### src/rtl/bp_cce_dir_sched_pkg.sv
// Shared types for the CCE directory scheduler: directory op and coherence
// state encodings, scheduler FSM states and small helper functions.
package bp_cce_dir_sched_pkg;

  localparam int dir_op_width_lp = 3;
  localparam int coh_width_lp    = 3;

  typedef enum logic [dir_op_width_lp-1:0] {
    e_rdw_op = 3'd0,
    e_rde_op = 3'd1,
    e_wdp_op = 3'd2,
    e_clr_op = 3'd3,
    e_wde_op = 3'd4,
    e_wds_op = 3'd5,
    e_gad_op = 3'd6
  } bp_cce_inst_minor_dir_op_e;

  typedef enum logic [coh_width_lp-1:0] {
    e_COH_I = 3'd0,
    e_COH_S = 3'd1,
    e_COH_E = 3'd2,
    e_COH_F = 3'd3,
    e_COH_M = 3'd4,
    e_COH_O = 3'd5
  } bp_coh_states_e;

  typedef enum logic [1:0] {
    e_dir_sched_init    = 2'd0,
    e_dir_sched_ready   = 2'd1,
    e_dir_sched_wait_rd = 2'd2
  } bp_cce_dir_sched_state_e;

  function automatic logic is_dir_read(input logic [dir_op_width_lp-1:0] cmd);
    return (cmd == e_rdw_op) || (cmd == e_rde_op);
  endfunction

  // Width of a counter/index covering 0..x-1; never narrower than one bit.
  function automatic int safe_clog2(input int x);
    return (x > 1) ? $clog2(x) : 1;
  endfunction

endpackage

### src/rtl/bsg_arb_round_robin.sv
// Round-robin arbiter: grants the first request at or after a one-hot
// pointer, which then moves just past the winner on every grant.
module bsg_arb_round_robin #(
  parameter int width_p = 2
) (
  input  logic               i_clk,
  input  logic               i_reset_n,
  input  logic               i_en,
  input  logic [width_p-1:0] i_reqs,
  output logic [width_p-1:0] o_grants
);

  logic [width_p-1:0] w_ptr_oh;
  logic [width_p-1:0] w_hi;
  logic [width_p-1:0] w_pick;
  logic [width_p-1:0] w_raw;

  // Requests at or above the pointer win; otherwise wrap to the lowest one.
  always_comb begin
    w_hi     = i_reqs & ~(w_ptr_oh - 1'b1);
    w_pick   = (|w_hi) ? w_hi : i_reqs;
    w_raw    = w_pick & (~w_pick + 1'b1);
    o_grants = i_en ? w_raw : '0;
  end

  generate
    if (width_p == 1) begin : g_single
      assign w_ptr_oh = 1'b1;
    end else begin : g_multi
      logic [width_p-1:0] r_ptr_oh;
      always_ff @(posedge i_clk) begin
        if (!i_reset_n) begin
          r_ptr_oh <= {{(width_p-1){1'b0}}, 1'b1};
        end else if (|o_grants) begin
          r_ptr_oh <= {o_grants[width_p-2:0], o_grants[width_p-1]};
        end
      end
      assign w_ptr_oh = r_ptr_oh;
    end
  endgenerate

endmodule

### src/rtl/bp_cce_dir_sched.sv
// CCE directory scheduler: sweeps the directory to invalid after reset, then
// shares it among requesters one op at a time, holding off behind reads.
module bp_cce_dir_sched
  import bp_cce_dir_sched_pkg::*;
#(
  parameter int num_req_p         = 2,
  parameter int paddr_width_p     = 40,
  parameter int lce_id_width_p    = 4,
  parameter int lce_assoc_width_p = 3,
  parameter int num_lce_p         = 4,
  parameter int dir_sets_p        = 64,
  parameter int lce_assoc_p       = 8,
  parameter int block_offset_p    = 6
) (
  input  logic                                   clk_i,
  input  logic                                   reset_n_i,
  input  logic [num_req_p-1:0]                   req_v_i,
  output logic [num_req_p-1:0]                   req_ready_o,
  input  logic [num_req_p*dir_op_width_lp-1:0]   req_cmd_i,
  input  logic [num_req_p*paddr_width_p-1:0]     req_addr_i,
  input  logic [num_req_p*lce_id_width_p-1:0]    req_lce_i,
  input  logic [num_req_p*lce_assoc_width_p-1:0] req_way_i,
  input  logic [num_req_p*coh_width_lp-1:0]      req_coh_state_i,
  output logic [num_req_p-1:0]                   resp_v_o,
  output logic                                   init_done_o,
  output logic                                   dir_r_v_o,
  output logic                                   dir_w_v_o,
  output logic [dir_op_width_lp-1:0]             dir_cmd_o,
  output logic [paddr_width_p-1:0]               dir_addr_o,
  output logic [lce_id_width_p-1:0]              dir_lce_o,
  output logic [lce_assoc_width_p-1:0]           dir_way_o,
  output logic [coh_width_lp-1:0]                dir_coh_state_o,
  input  logic                                   dir_busy_i
);

  localparam int set_w_lp = safe_clog2(dir_sets_p);
  localparam int lce_w_lp = safe_clog2(num_lce_p);
  localparam int way_w_lp = safe_clog2(lce_assoc_p);

  localparam logic [set_w_lp-1:0] set_last_lp = set_w_lp'(dir_sets_p - 1);
  localparam logic [lce_w_lp-1:0] lce_last_lp = lce_w_lp'(num_lce_p - 1);
  localparam logic [way_w_lp-1:0] way_last_lp = way_w_lp'(lce_assoc_p - 1);

  bp_cce_dir_sched_state_e r_state;
  logic [set_w_lp-1:0]     r_set;
  logic [lce_w_lp-1:0]     r_lce;
  logic [way_w_lp-1:0]     r_way;
  logic [num_req_p-1:0]    r_owner;
  logic                    r_init_done;

  logic                          w_arb_en;
  logic [num_req_p-1:0]          w_grants;
  logic                          w_any_grant;
  logic                          w_g_read;
  logic [dir_op_width_lp-1:0]    w_g_cmd;
  logic [paddr_width_p-1:0]      w_g_addr;
  logic [lce_id_width_p-1:0]     w_g_lce;
  logic [lce_assoc_width_p-1:0]  w_g_way;
  logic [coh_width_lp-1:0]       w_g_coh;
  logic [paddr_width_p-1:0]      w_sweep_addr;

  assign w_arb_en = reset_n_i && (r_state == e_dir_sched_ready) && !dir_busy_i;

  bsg_arb_round_robin #(
    .width_p (num_req_p)
  ) u_arb (
    .i_clk     (clk_i),
    .i_reset_n (reset_n_i),
    .i_en      (w_arb_en),
    .i_reqs    (req_v_i),
    .o_grants  (w_grants)
  );

  // The grant is one-hot, so OR-ing the masked requester fields selects the winner.
  always_comb begin
    w_g_cmd  = '0;
    w_g_addr = '0;
    w_g_lce  = '0;
    w_g_way  = '0;
    w_g_coh  = '0;
    for (int i = 0; i < num_req_p; i++) begin
      if (w_grants[i]) begin
        w_g_cmd  = w_g_cmd  | req_cmd_i[i*dir_op_width_lp +: dir_op_width_lp];
        w_g_addr = w_g_addr | req_addr_i[i*paddr_width_p +: paddr_width_p];
        w_g_lce  = w_g_lce  | req_lce_i[i*lce_id_width_p +: lce_id_width_p];
        w_g_way  = w_g_way  | req_way_i[i*lce_assoc_width_p +: lce_assoc_width_p];
        w_g_coh  = w_g_coh  | req_coh_state_i[i*coh_width_lp +: coh_width_lp];
      end
    end
    w_any_grant = |w_grants;
    w_g_read    = is_dir_read(w_g_cmd);
  end

  always_comb begin
    w_sweep_addr = '0;
    w_sweep_addr[block_offset_p +: set_w_lp] = r_set;
  end

  // Every output is forced quiet while reset is asserted.
  always_comb begin
    dir_r_v_o       = 1'b0;
    dir_w_v_o       = 1'b0;
    dir_cmd_o       = e_rdw_op;
    dir_addr_o      = '0;
    dir_lce_o       = '0;
    dir_way_o       = '0;
    dir_coh_state_o = e_COH_I;
    resp_v_o        = '0;
    if (reset_n_i) begin
      case (r_state)
        e_dir_sched_init: begin
          dir_w_v_o  = !dir_busy_i;
          dir_cmd_o  = e_wde_op;
          dir_addr_o = w_sweep_addr;
          dir_lce_o  = lce_id_width_p'(r_lce);
          dir_way_o  = lce_assoc_width_p'(r_way);
        end
        e_dir_sched_ready: begin
          if (w_any_grant) begin
            dir_r_v_o       = w_g_read;
            dir_w_v_o       = !w_g_read;
            dir_cmd_o       = w_g_cmd;
            dir_addr_o      = w_g_addr;
            dir_lce_o       = w_g_lce;
            dir_way_o       = w_g_way;
            dir_coh_state_o = w_g_coh;
          end
        end
        e_dir_sched_wait_rd: begin
          resp_v_o = dir_busy_i ? '0 : r_owner;
        end
        default: ;
      endcase
    end
  end

  assign req_ready_o = w_grants;
  assign init_done_o = r_init_done & reset_n_i;

  always_ff @(posedge clk_i) begin
    if (!reset_n_i) begin
      r_state     <= e_dir_sched_init;
      r_set       <= '0;
      r_lce       <= '0;
      r_way       <= '0;
      r_owner     <= '0;
      r_init_done <= 1'b0;
    end else begin
      case (r_state)
        e_dir_sched_init: begin
          // Way is the innermost counter, then LCE, then set.
          if (!dir_busy_i) begin
            if (r_way != way_last_lp) begin
              r_way <= r_way + 1'b1;
            end else begin
              r_way <= '0;
              if (r_lce != lce_last_lp) begin
                r_lce <= r_lce + 1'b1;
              end else begin
                r_lce <= '0;
                if (r_set != set_last_lp) begin
                  r_set <= r_set + 1'b1;
                end else begin
                  r_set       <= '0;
                  r_state     <= e_dir_sched_ready;
                  r_init_done <= 1'b1;
                end
              end
            end
          end
        end
        e_dir_sched_ready: begin
          if (w_any_grant && w_g_read) begin
            r_owner <= w_grants;
            r_state <= e_dir_sched_wait_rd;
          end
        end
        e_dir_sched_wait_rd: begin
          if (!dir_busy_i) begin
            r_state <= e_dir_sched_ready;
          end
        end
        default: r_state <= e_dir_sched_init;
      endcase
    end
  end

endmodule

### config.mk
export PLATFORM = sky130hd
export DESIGN_NAME = bp_cce_dir_sched
export DESIGN_NICKNAME = d
export VERILOG_FILES = /design/src/rtl/bp_cce_dir_sched_pkg.sv /design/src/rtl/bsg_arb_round_robin.sv /design/src/rtl/bp_cce_dir_sched.sv
export SDC_FILE = /design/constraint.sdc
export NUM_CORES = 1
export LEC_CHECK = 0
export CAP_MARGIN = 5
export CELL_PAD_IN_SITES_DETAIL_PLACEMENT = 0
export CELL_PAD_IN_SITES_GLOBAL_PLACEMENT = 1
export CORE_UTILIZATION = 18
export CTS_BUF_LIST = sky130_fd_sc_hd__clkbuf_8
export CTS_CLUSTER_SIZE = 24
export DETAILED_ROUTE_END_ITERATION = 16
export HOLD_SLACK_MARGIN = 0.03
export PLACE_DENSITY_LB_ADDON = 0.1
export SLEW_MARGIN = 20
export SYNTH_ARGS = -nofsm -noshare
export SYNTH_HDL_FRONTEND = slang
export SYNTH_SLANG_ARGS = --single-unit
### constraint.sdc
create_clock -name clk_i -period 1.8 [get_ports clk_i]
set_input_delay 0.18 -clock clk_i [delete_from_list [all_inputs] [get_ports clk_i]]
set_output_delay 0.18 -clock clk_i [all_outputs]
set_load 0.01 [all_outputs]
==> metrics.yaml, run 1 <==
synth_compound_area_frac: 0.398
startpoint_type: "flop"
design_power_total_mw: 1.08
synth-edff-count: 0
synthSimpleGateAreaFrac: 0.237
swShare: 0.217
timing.hold.ws_ps: 379
synth-xor-area-share: 0.0223
firstDrtPassIters: 4
critical_path_class: "flop to output pin"
async_reset_ff_frac: 0
violations: "setup timing"
drive_gt1_frac: 0.328
syn_to_final_growth_pct: 145
seqCellArea_um2: 365
synth_fa_ha_area_frac: 0.0318
slowest_stage: "dfxtp_2"
crit_top_cell: "buf_6"
via_per_inst: 4.73
tightest_slew_ps: 350
clkLatencyLatePin_ps: 250
clk_pin_slew_ps: 70
vdd_drop_max_v: 0.000310
finalCoreUtilization: 0.463
synth.area.top_cells: "dfxtp_1 (23%), a22o_1 (22%), a221o_1 (7.0%)"
drtIter0Drc: 41
clkPwrFrac: 0.313
htree_levels: 1
place_congestion: 0.755
period_share: 1.04
final_cell_mix: "clkdlybuf4s50_1 (108), buf_2 (49), a22o_1 (40)"
numPlacedInstances: 480
grt_max_degree: 16
synthCells: 188
dp_hpwl_um: 6150
postSynthNetCount: 303
cpPeakStageDelay_ps: 330
cts_buffer_depth: 2
max_freq_ghz: 0.533
die_x_um: 95.5
report.final.hold_viol_count: 0
post-route-min-period_ps: 1880
status: "finished with violations"
muxShareOfSynthArea: 0.0127
cp-end-kind: "output pin"
crit_buf_inv: 3
yosysTopAreaCell: "dfxtp_1"
clock_sinks: 18
grt_use_met3: 0.0223
row_count: 33
layout_commonest_cell: "clkdlybuf4s50_1"
final_max_slew_viol_count: 0
path_cells: "and2b_1 > nand2_2 > nor2_4 > buf_6 > buf_6 > a221o_1 > buf_2"
placed_cell_area_um2: 3590
nets: 516
wl_per_cell_um: 16.6
synth-seq-cells: 18
required_ps: 1620
vias: 2393
multi_input_area_um2: 1180
grt_pass1_vias: 2298
antenna_left: 0
fin_skew_ps: 1.88
seqPwrFrac: 0.375
avgSynthCellArea_um2: 8.37
synth_top_family_by_area: "compound AO/OA/AOI/OAI gates"
stdcell_count: 506
leakage_nw: 1.72
root_buffer: "clkbuf_8"
top_usage_layer: "met2"
n_fill_cell: 827
critPathTopFamily: "buffers and inverters"
cts_made_buffers: 3
use_met1: 0.192
die_area_um2: 9120
switching_power_uw: 234
setup_viol_count_final: 23
synth-seq-area-share: 0.229
synth_flop_cell: "dfxtp_1"
slew_headroom: 0.761
rsz0062_at_grt: "yes"
synth_top_area_share: 0.229
critPathArrivalTime_ps: 1700
die_h_um: 95.5
cp_max_fo: 4
grt_util_met2: 0.336
grt_remaining_overflow: 0
io_pins: 171
remaining_drc_errors: 0
cts_tree: "built"
start_util: 0.189
yosys_warnings: 0
grt_pass1_wl_um: 11900
max-cap-violations: 0
final_area_um2: 3860
core_um2: 8340
portBuffers: 170
track_usage: 0.173
holdCritPathClass: "input pin to flop"
finalWorstSetupSlack_ps: -76.6
power_density_nw_per_um2: 279
synth_cell_types: 42
grt_antenna_before_repair: 1
pwr-share-comb: 0.312
synthesis.area_um2: 1570
drt_wl_total_um: 8400
internal-power_uw: 844
-- layer usage --
metal  wire length, µm  share of wire
met1              3280           0.39
met2              4320           0.51
met3               652          0.078
met4               146          0.017
met5                 0              0
-- cell type report --
type                    count  share of cell area
repair buffers            224               0.545
diodes                      1            0.000649
multi-input cells         149               0.306
flip-flops and latches     18              0.0947
inverters                   5             0.00551
well taps                 105              0.0340
clock buffers               4              0.0143
-- final timing paths --
path         startpoint  cells after the start  slack (ps)            end
max          r_state[1]                      7         -80  dir_addr_o[6]
min reg2reg  r_owner[1]                      2         460     r_owner[1]
min           reset_n_i                      3         380     r_state[0]
max reg2reg  r_state[1]                      5         120       r_set[5]
-- timing repair --
action,4_1_cts,5_1_grt
endpoints found under the setup margin,59,54
pin swaps,26,25
hold buffers,0,0
gates resized for setup,256,15
gates cloned,6,2
setup buffers,12,4
-- synth_stat cells, types with 2 or more instances --
cell type and instances:
a22o_1 40, inv_1 3, o21a_1 4, nor2_1 9, clkbuf_1 2, a2111oi_0 2
dfxtp_1 18, mux2i_1 2, a32oi_1 2, buf_2 12, a221o_1 11, a21oi_1 7
and2_1 12, nor3_1 5, or3_1 3, ha_1 4, buf_6 2, inv_2 2
nand2_1 16, nor3_2 2, xnor2_1 3, nor2b_1 2, nand3_1 6
-- through the flow --
stage                     TNS (ps)  setup WS, ps
after floorplan                  0           133
after global placement      -29010          -583
after detailed placement    -28190          -569
after CTS                    -1820          -135
after global routing         -4470          -135
final                         -738         -76.6
-- power groups by stage --
stage,clock network [mW],registers (mW),logic (mW)
finish,0.338,0.404,0.336
global route,0.372,0.405,0.359
CTS,0.351,0.404,0.332
detailed placement,0,0.414,0.327
global placement,0,0.414,0.323
floorplan,0,0.413,0.0447
-- state kept, by name (all words and copies together) (netlist names) --
signal and count:
r_init_done 1, r_lce 2, r_owner 2, r_set 6
r_state 2, r_way 3, u_arb.g_multi.r_ptr_oh 2
-- kinds of logic (layout without fill, tap and decap cells) --
logic type / Yosys count / count (layout)
compound gates: 74 / 74
xor+xnor: 4 / 4
fa+ha+maj: 4 / 4
buf+inv: 21 / 233
flops: 18 / 18
mux: 2 / 2
other cells: 0 / 1
simple gates: 65 / 65
-- tightest hold or removal path, cell delays in order --
cell and delay, ps:
dlygate4sd2_1 280, nand2_1 70, o22ai_1 60
No activity file was read; power rests on OpenSTA's default activity.
==> inputs of run 2 (changes only) <==
--- a/config.mk
+++ b/config.mk
@@ -5,7 +5,6 @@
 export SDC_FILE = /design/constraint.sdc
 export NUM_CORES = 1
 export LEC_CHECK = 0
-export CAP_MARGIN = 5
 export CELL_PAD_IN_SITES_DETAIL_PLACEMENT = 0
 export CELL_PAD_IN_SITES_GLOBAL_PLACEMENT = 1
 export CORE_UTILIZATION = 18
==> results of run 2 <==
Same layout as run 1: the final DEF is identical, and so are final timing and power.
==> inputs of run 3 (changes only) <==
--- a/config.mk
+++ b/config.mk
@@ -7,6 +7,7 @@
 export LEC_CHECK = 0
 export CELL_PAD_IN_SITES_DETAIL_PLACEMENT = 0
 export CELL_PAD_IN_SITES_GLOBAL_PLACEMENT = 1
+export CORE_MARGIN = 3
 export CORE_UTILIZATION = 18
 export CTS_BUF_LIST = sky130_fd_sc_hd__clkbuf_8
 export CTS_CLUSTER_SIZE = 24
==> run 3 against run 2 <==
  * The flow still finishes with violations (setup timing)
  * Combinational power rose by 3%
  * Clock-buffer cell count fell by 1
  * First-iteration DRC count rose by 29%
  * Design area rose by 0.91%
  * Worst hold slack improved by 91 ps
  * Fmax fell by 6.9%
  * Routed wire length rose by 5.5%
  * Total power fell by 3.8%
  * Critical path depth rose by 1
  * Setup slack got worse by 140 ps
  * Die area rose by 8.6%
  * Critical path type unchanged
  * Critical endpoint is now dir_lce_o[1]
  * Largest cell class unchanged
==> metrics.yaml, run 3 (same netlist as run 1, synthesis figures left out) <==
nets: 527  # +2.1%
slew_headroom: 0.764  # +0.00362
cp_max_fo: 7  # +3
final_cell_mix: "clkdlybuf4s50_1 (108), buf_2 (47), a22o_1 (40)"
timing.hold.ws_ps: 471  # +91.1 ps
largest_register_ff_count: 6  # unchanged
grt_pass1_wl_um: 13200  # +11%
layout_commonest_cell: "clkdlybuf4s50_1"
clkLatencyLatePin_ps: 250  # about the same
post-route-min-period_ps: 2020  # +139 ps
cts_made_buffers: 3  # unchanged
status: "finished with violations"
slowest_stage: "dfxtp_2"
n_fill_cell: 852  # +3.0%
portBuffers: 170  # unchanged
multi_input_area_um2: 1180  # -0.32%
cts_tree: "built"
drive_gt1_frac: 0.346  # +0.0188
holdCritPathClass: "flop to flop"
firstDrtPassIters: 4  # unchanged
max-cap-violations: 0  # unchanged
io_pins: 171  # unchanged
cts_buffer_depth: 2  # unchanged
clock_sinks: 18  # unchanged
cpPeakStageDelay_ps: 350  # +20 ps
antenna_left: 0  # unchanged
critical_path_class: "flop to output pin"
final_area_um2: 3890  # +0.91%
grt_remaining_overflow: 0  # unchanged
grt_pass1_vias: 2393  # +4.1%
report.final.hold_viol_count: 0  # unchanged
remaining_drc_errors: 0  # unchanged
setup_viol_count_final: 50  # +120%
dpl_worst_slack_ps: -577  # -8.01 ps
root_buffer: "clkbuf_8"
hold_buffers: 0  # unchanged
violations: "setup timing"
path_cells: "and2b_1 > nand2_2 > nor2_4 > buf_6 > buf_6 > buf_16 > a221o_1 > buf_6"
vias: 2458  # +2.7%
period_share: 1.12  # +0.0770
dp_hpwl_um: 6790  # +10%
final_max_slew_viol_count: 0  # unchanged
track_usage: 0.170  # -0.00341
drt_wl_total_um: 8870  # +5.5%
row_count: 33  # unchanged
via_per_inst: 4.75  # +0.53%
required_ps: 1620  # about the same
top_regs: "r_set x6, r_way x3"
cp-end-kind: "output pin"
finalCoreUtilization: 0.467  # +0.00420
seqCellArea_um2: 365  # unchanged
crit_top_cell: "buf_6"
power_density_nw_per_um2: 266  # -4.7%
crit_buf_inv: 4  # +1
grt_max_degree: 18  # +2
syn_to_final_growth_pct: 148
die_x_um: 99.5  # +4.2%
max_freq_ghz: 0.496  # -6.9%
critPathTopFamily: "buffers and inverters"
wl_per_cell_um: 17.1  # +3.3%
start_util: 0.189  # unchanged
place_congestion: 0.786  # +4.1%
vdd_drop_max_v: 0.000245  # -21%
fin_skew_ps: 2.39  # +0.505 ps
design_power_total_mw: 1.04  # -3.8%
finalWorstSetupSlack_ps: -215  # -139 ps
largest-register: "r_set"
rsz0062_at_grt: "yes"
die_area_um2: 9900  # +8.6%
die_h_um: 99.5  # +4.2%
critPathArrivalTime_ps: 1840  # +140 ps
grt_antenna_before_repair: 0  # -1
drtIter0Drc: 53  # +29%
htree_levels: 1  # unchanged
clk_pin_slew_ps: 70  # about the same
startpoint_type: "flop"
tightest_slew_ps: 345  # -5.29 ps
leakage_nw: 1.75  # +2.1%
placed_cell_area_um2: 3630  # +0.97%
core_um2: 8340  # unchanged
[run 3: cell types whose count changed in the layout (fill, tap and decap cells not counted), sizes merged]
cell         delta
buf            +13
diode           +1
clkbuf          -1
dlygate4sd2     -2
[run 3: routing by layer]
layer,global-route usage,share of wire
met1,0.221,0.43
met2,0.287,0.47
met3,0.0442,0.090
met4,0.0284,0.012
met5,0,0
[run 3: cell type report]
type	instances	share of cell area
Multi-Input combinational cell	149	0.302
Antenna cell	2	0.00129
Tap cell	105	0.0337
Clock buffer	3	0.0106
Inverter	5	0.00546
Sequential cell	18	0.0938
Timing Repair Buffer	235	0.553
[run 3: what timing repair did]
item	4_1_cts	5_1_grt
endpoints found under the setup margin	58	57
pin swaps	32	9
buffers inserted	23	6
gates resized for setup	263	14
cloned	5	0
[run 3: path summary, 6_finish.rpt]
| path | start | endpoint | slack, ps | cells past startpoint |
|---|---|---|---|---|
| setup / recovery | r_state[1] | dir_lce_o[1] | -220 | 8 |
| hold / removal | r_init_done | r_init_done | 470 | 1 |
| hold reg to reg | r_init_done | r_init_done | 470 | 1 |
| setup reg to reg | r_state[1] | r_set[5] | 170 | 5 |
[run 3: power breakdown]
group	switching [mW]	internal [mW]
logic	0.0983	0.248
clock network	0.137	0.149
registers	0.00324	0.402
total	0.238	0.799
[run 3: stage by stage]
| step | setup TNS [ps] | std cells |
|---|---|---|
| CTS | -5140 | 512 |
| detailed placement | -29140 | 483 |
| global placement | -28680 | 483 |
| global route | -9950 | 515 |
| floorplan | 0 | 188 |
| finish | -5420 | 517 |
